### src/rtl/thunderbird_seq.sv
// -----------------------------------------------------------------------------
// thunderbird_seq
//
// Tail-light sequencer for LAMPS lamps per side. Everything runs from one
// clock: the step prescaler, the sequence step, the running-light PWM and the
// registered lamp drive. The sequence is left, right, hazard or idle. Brake and
// running lights are overlaid on top of it.
//
// Ports
//   clk      system clock, rising edge
//   rst      synchronous reset, active-low
//   left     left turn request
//   right    right turn request
//   brk      brake
//   hzd      hazard request
//   rlight   running lights enable
//   display  registered lamp drives, 2*LAMPS bits
//              [2L-1:L] left side,  bit L   innermost
//              [L-1:0]  right side, bit L-1 innermost, bit 0 outermost
//   mode     current mode (00 idle, 01 left, 10 right, 11 hazard); this is
//            also the sequencer state register, brought out directly
// -----------------------------------------------------------------------------
module thunderbird_seq #(
    parameter int LAMPS      = 3,
    parameter int STEP_DIV   = 4,
    parameter int DIM_PERIOD = 4,
    parameter int DIM_DUTY   = 1
) (
    input  logic                 clk,
    input  logic                 rst,
    input  logic                 left,
    input  logic                 right,
    input  logic                 brk,
    input  logic                 hzd,
    input  logic                 rlight,
    output logic [2*LAMPS-1:0]   display,
    output logic [1:0]           mode
);

    // Counter widths cover each counter's range, never narrower than 1 bit.
    localparam int STEP_W = $clog2(LAMPS + 1);
    localparam int PRE_W  = (STEP_DIV > 1)   ? $clog2(STEP_DIV)   : 1;
    localparam int PWM_W  = (DIM_PERIOD > 1) ? $clog2(DIM_PERIOD) : 1;
    localparam int DW     = 2 * LAMPS;

    localparam logic [STEP_W-1:0] STEP_LAST = STEP_W'(LAMPS);
    localparam logic [PRE_W-1:0]  PRE_LAST  = PRE_W'(STEP_DIV - 1);
    localparam logic [PWM_W-1:0]  PWM_LAST  = PWM_W'(DIM_PERIOD - 1);
    localparam logic [31:0]       DUTY32    = DIM_DUTY;

    typedef enum logic [1:0] {
        MODE_IDLE   = 2'b00,
        MODE_LEFT   = 2'b01,
        MODE_RIGHT  = 2'b10,
        MODE_HAZARD = 2'b11
    } mode_t;

    mode_t              mode_q, mode_d, mode_req;
    logic [STEP_W-1:0]  step_q, step_d;
    logic [PRE_W-1:0]   pre_q,  pre_d;
    logic [PWM_W-1:0]   pwm_q,  pwm_d;
    logic [DW-1:0]      display_q, display_d;

    logic               dim_on;
    logic [LAMPS-1:0]   turn_mask;   // index 0 = innermost lamp
    logic [LAMPS-1:0]   turn_rev;    // turn_mask mirrored for the right side
    logic [LAMPS-1:0]   left_lit, right_lit;

    assign mode    = mode_q;
    assign display = display_q;

    // Hazard takes priority, and pressing both turn requests together also
    // counts as hazard.
    always_comb begin
        mode_req = MODE_IDLE;
        if (hzd || (left && right)) mode_req = MODE_HAZARD;
        else if (left)              mode_req = MODE_LEFT;
        else if (right)             mode_req = MODE_RIGHT;
    end

    // The PWM counter is zero-extended into the comparison. With a duty of 0
    // the light is never on. With a duty of DIM_PERIOD or more it is always on.
    assign dim_on = (32'(pwm_q) < DUTY32);

    // Sequencer state: a mode change restarts the sequence at once. Otherwise
    // the prescaler gates each step advance.
    always_comb begin
        mode_d = mode_q;
        step_d = step_q;
        pre_d  = pre_q;
        pwm_d  = (pwm_q == PWM_LAST) ? '0 : pwm_q + 1'b1;

        if (mode_req != mode_q) begin
            mode_d = mode_req;
            step_d = '0;
            pre_d  = '0;
        end else if (pre_q == PRE_LAST) begin
            pre_d = '0;
            case (mode_q)
                MODE_LEFT, MODE_RIGHT: step_d = (step_q == STEP_LAST) ? '0 : step_q + 1'b1;
                MODE_HAZARD:           step_d = {{(STEP_W-1){1'b0}}, ~step_q[0]};
                default:               step_d = '0;
            endcase
        end else begin
            pre_d = pre_q + 1'b1;
        end
    end

    // Lamp pattern from the pre-edge mode/step and the current inputs.
    always_comb begin
        turn_mask = '0;
        turn_rev  = '0;
        for (int i = 0; i < LAMPS; i++) begin
            turn_mask[i] = (32'(step_q) > 32'(i));
        end
        for (int i = 0; i < LAMPS; i++) begin
            turn_rev[LAMPS-1-i] = turn_mask[i];
        end

        left_lit  = {LAMPS{brk}};
        right_lit = {LAMPS{brk}};
        case (mode_q)
            MODE_LEFT:   left_lit  = turn_mask;
            MODE_RIGHT:  right_lit = turn_rev;
            // In hazard the step is only ever 0 or 1, so bit 0 is the phase.
            MODE_HAZARD: begin
                left_lit  = {LAMPS{brk | step_q[0]}};
                right_lit = {LAMPS{brk | step_q[0]}};
            end
            default: ;
        endcase

        // Lamps that are otherwise dark carry the running-light PWM.
        display_d = {left_lit, right_lit} | {DW{rlight & dim_on}};
    end

    always_ff @(posedge clk) begin
        if (!rst) begin
            mode_q    <= MODE_IDLE;
            step_q    <= '0;
            pre_q     <= '0;
            pwm_q     <= '0;
            display_q <= '0;
        end else begin
            mode_q    <= mode_d;
            step_q    <= step_d;
            pre_q     <= pre_d;
            pwm_q     <= pwm_d;
            display_q <= display_d;
        end
    end

endmodule

### config.mk
export PLATFORM = sky130hd
export DESIGN_NAME = thunderbird_seq
export DESIGN_NICKNAME = d
export VERILOG_FILES = /design/src/rtl/thunderbird_seq.sv
export SDC_FILE = /design/constraint.sdc
export NUM_CORES = 1
export LEC_CHECK = 0
export CORE_UTILIZATION = 43
export CTS_CLUSTER_SIZE = 12
export DETAILED_ROUTE_END_ITERATION = 16
export HOLD_SLACK_MARGIN = 0.15
export PLACE_DENSITY = 0.71
export RECOVER_POWER = 50
export SETUP_SLACK_MARGIN = 0.4
export SLEW_MARGIN = 20
export SYNTH_ARGS = -nofsm -noshare
export SYNTH_HDL_FRONTEND = slang
export SYNTH_SLANG_ARGS = --single-unit
export TNS_END_PERCENT = 5
### constraint.sdc
create_clock -name clk -period 1.3 [get_ports clk]
set_clock_uncertainty 0.1 [all_clocks]
set_input_delay 0.26 -clock clk [delete_from_list [all_inputs] [get_ports clk]]
set_output_delay 0.26 -clock clk [all_outputs]
set_load 0.005 [all_outputs]
==> flow_metrics.env <==
export IMPL_hold_end="mode[1]$_SDFFE_PN0P_"
export IMPL_crit_slowest_cell="dfxtp_4"
export IMPL_vias_per_cell=5.47
export IMPL_holdPathStages=3
export IMPL_vias=689
export IMPL_rsz0062_at_grt="yes"
export IMPL_worstHoldStart="right"
export IMPL_synth_most_common_cell="dfxtp_1"
export IMPL_wl_per_cell_um=15.1
export IMPL_firstDrtPassIters=4
export IMPL_num_antenna_cells=0
export IMPL_area_growth_pct=62.4
export IMPL_yosysTopAreaCell="dfxtp_1"
export IMPL_synth_nets=92
export IMPL_place_area_um2=993
export IMPL_syn_inst=74
export IMPL_grt_max_degree=9
export IMPL_die_x_um=42.8
export IMPL_io_pins=15
export IMPL_cts_max_level=1
export IMPL_crit_required_ns=1.37
export IMPL_synth_seq_cells=14
export IMPL_setup_ws_ns=-0.165
export IMPL_cts_root_buf="clkbuf_4"
export IMPL_p_per_area_nw_per_um2=918
export IMPL_rows=14
export IMPL_slew_viol_final=0
export IMPL_drive_gt1_share_pct=48.2
export IMPL_violations="negative setup slack"
export IMPL_crit_path_start_kind="flip-flop"
export IMPL_cts_made_buffers=3
export IMPL_postCtsHoldBufs=0
export IMPL_whs_ns=0.195
export IMPL_hp_class="input port to flip-flop"
export IMPL_synthTopCellsByCount="14 x dfxtp_1, 11 x ha_1, 7 x inv_1"
export IMPL_place_congestion=0.733
export IMPL_yosysWarnings=0
export IMPL_outcome="finished with violations"
export IMPL_setup_viol=10
export IMPL_drtAntennaViolNets=0
export IMPL_final_net_count=129
export IMPL_wirelength_um=1910
export IMPL_core_um2=1520
export IMPL_initial_core_util_pct=47.0
export IMPL_async_flop_share_pct=0
export IMPL_grt_first_pass_wirelength_um=2740
export IMPL_final_area_um2=1160
export IMPL_synth_top_area_share_pct=39.2
export IMPL_synth_avg_cell_area_um2=9.67
export IMPL_cts_buffer_depth=2
export IMPL_worstSetupPathType="flip-flop to flip-flop"
export IMPL_nFillCells=102
export IMPL_r2r_cells=6
export IMPL_synth_seq_area_share_pct=39.2
export IMPL_synth_cell_type_count=27
export IMPL_synth_area_um2=716
export IMPL_final_hold_viol_count=0
export IMPL_period_share_pct=113
export IMPL_die_h_um=42.8
export IMPL_peakVddDrop_mv=0.748
export IMPL_worst_pin_slew_ns=0.489
export IMPL_detailedPlace_worstSlack_ns=-0.462
export IMPL_portBuffers=14
export IMPL_crit_chain="buf_6, inv_6, ha_4, nor2b_1, o211ai_1, a22oi_1"
export IMPL_p_leak_nw=0.515
export IMPL_reg2reg_to="step_q[0]$_SDFFE_PP0P_"
export IMPL_r2r_slack_ns=-0.17
export IMPL_cts_tree="yes"
export IMPL_critPathMaxFanout=5
export IMPL_min_period_ns=1.47
export IMPL_hpwl_um=1050
export IMPL_die_area_um2=1830
export IMPL_antenna_found_initial=0
export IMPL_critPathCaptureType="flip-flop"
export IMPL_cap_violations=0
export IMPL_synthTopCellsByArea="dfxtp_1 39%, ha_1 19%, inv_1 3.7%"
export IMPL_synth_top_flop_cell="dfxtp_1"
export IMPL_cp_arrival_ns=1.53
export IMPL_path_clk_slew_ns=0.09
export IMPL_clk_insertion_delay_late_ns=0.29
export IMPL_relSlewSlack_pct=67.4
export IMPL_track_usage_pct=21.1
export IMPL_drc=0
export IMPL_synth_enable_flop_cells=0
export IMPL_slowest_delay_ns=0.38
export IMPL_grt_pass1_vias=642
export IMPL_fmax_ghz=0.683
export IMPL_clock_sinks=14
export IMPL_drt_iter0_drc=5
export IMPL_grt_overflow_total=0
export IMPL_timing_rr_start="mode[0]$_SDFFE_PN0P_"
-- what timing repair did --
item	4_1_cts	5_1_grt
buffers inserted	2	1
resized for setup	56	13
pin swaps	9	10
endpoints found under the setup margin	22	20
-- sequential cells by signal (all words and copies together), names as in the netlist --
| register | flops |
|---|---|
| pwm_q | 2 |
| pre_q | 2 |
| mode | 2 |
| step_q | 2 |
| display | 6 |
-- logic make-up after synthesis --
family / after synthesis / share of synthesized area [%]
AOI/OAI and AO/OA: 17 / 16.3
xor gates and xnor gates: 1 / 1.22
adders and majority gates: 11 / 19.2
buffers and inverters: 8 / 4.20
DFF: 14 / 39.2
and+or+nand+nor: 23 / 19.9
-- worst max path at each step --
| stage | start | end | depth (start not counted) |
|---|---|---|---|
| floorplan | mode[0]$_SDFFE_PN0P_ | pre_q[0]$_SDFF_PP0_ | 3 |
| global placement | rst | pre_q[0]$_SDFF_PP0_ | 4 |
| detailed placement | rst | pre_q[0]$_SDFF_PP0_ | 4 |
| CTS | mode[0]$_SDFFE_PN0P_ | pre_q[0]$_SDFF_PP0_ | 4 |
| global route | mode[0]$_SDFFE_PN0P_ | step_q[0]$_SDFFE_PP0P_ | 6 |
| finish | mode[0]$_SDFFE_PN0P_ | step_q[0]$_SDFFE_PP0P_ | 6 |
-- critical path, delay by kind of cell (launching register included) --
kind | cells | cell delay, ns
flops | 1 | 0.38
buf+inv | 2 | 0.18
simple gates | 1 | 0.13
fa+ha+maj | 1 | 0.19
compound gates | 2 | 0.36
-- layout make-up --
class	count	area, µm²	area share [%]
Clock buffer	4	36.3	3.12
Timing Repair Buffer	32	251	21.6
Inverter	8	37.5	3.23
Tap cell	16	20.0	1.72
Sequential cell	14	290	25.0
Multi-Input combinational cell	52	527	45.3
-- power by group --
| part | total (mW) | leakage [nW] | switching (mW) | internal, mW |
|---|---|---|---|---|
| combinational | 0.259 | 0.376 | 0.111 | 0.149 |
| sequential | 0.483 | 0.117 | 0.0210 | 0.462 |
| clock | 0.325 | 0.0210 | 0.154 | 0.171 |
| total | 1.07 | 0.515 | 0.286 | 0.781 |
-- layout by cell type, fill, tap and decap left out, types with 2 or more instances in the layout --
cell	synthesis	final
clkdlybuf4s50_1	0	2
inv_1	7	3
nor2_1	5	5
dlygate4sd2_1	0	3
dfxtp_2	0	2
a21oi_1	3	3
nor2b_1	4	3
inv_2	1	3
ha_1	11	6
nand2_1	2	2
dfxtp_4	0	2
nand2b_1	3	3
clkbuf_4	0	3
ha_4	0	4
buf_2	0	6
o21a_1	3	3
dfxtp_1	14	10
a31oi_1	3	3
buf_6	0	5
buf_4	0	13
-- per-stage QoR --
stage / utilization, % / power, mW / setup TNS [ns] / cells
global route: 76.3 / 1.11 / -1.34 / 126
CTS: 72.6 / 1.01 / -0.649 / 125
floorplan: - / 0.565 / 0 / 74
finish: 76.3 / 1.07 / -0.780 / 126
global placement: 65.2 / 0.678 / -2.39 / 119
detailed placement: 65.2 / 0.683 / -2.78 / 119
-- per-layer routing --
metal | wire length (µm) | GRT usage (%) | share of wire, %
met5 | 0 | 0 | 0
met1 | 731 | 20.3 | 38
met3 | 76 | 4.26 | 4.0
met4 | 91 | 14.4 | 4.8
met2 | 1010 | 39.1 | 53
No activity file was read; power rests on OpenSTA's default activity.
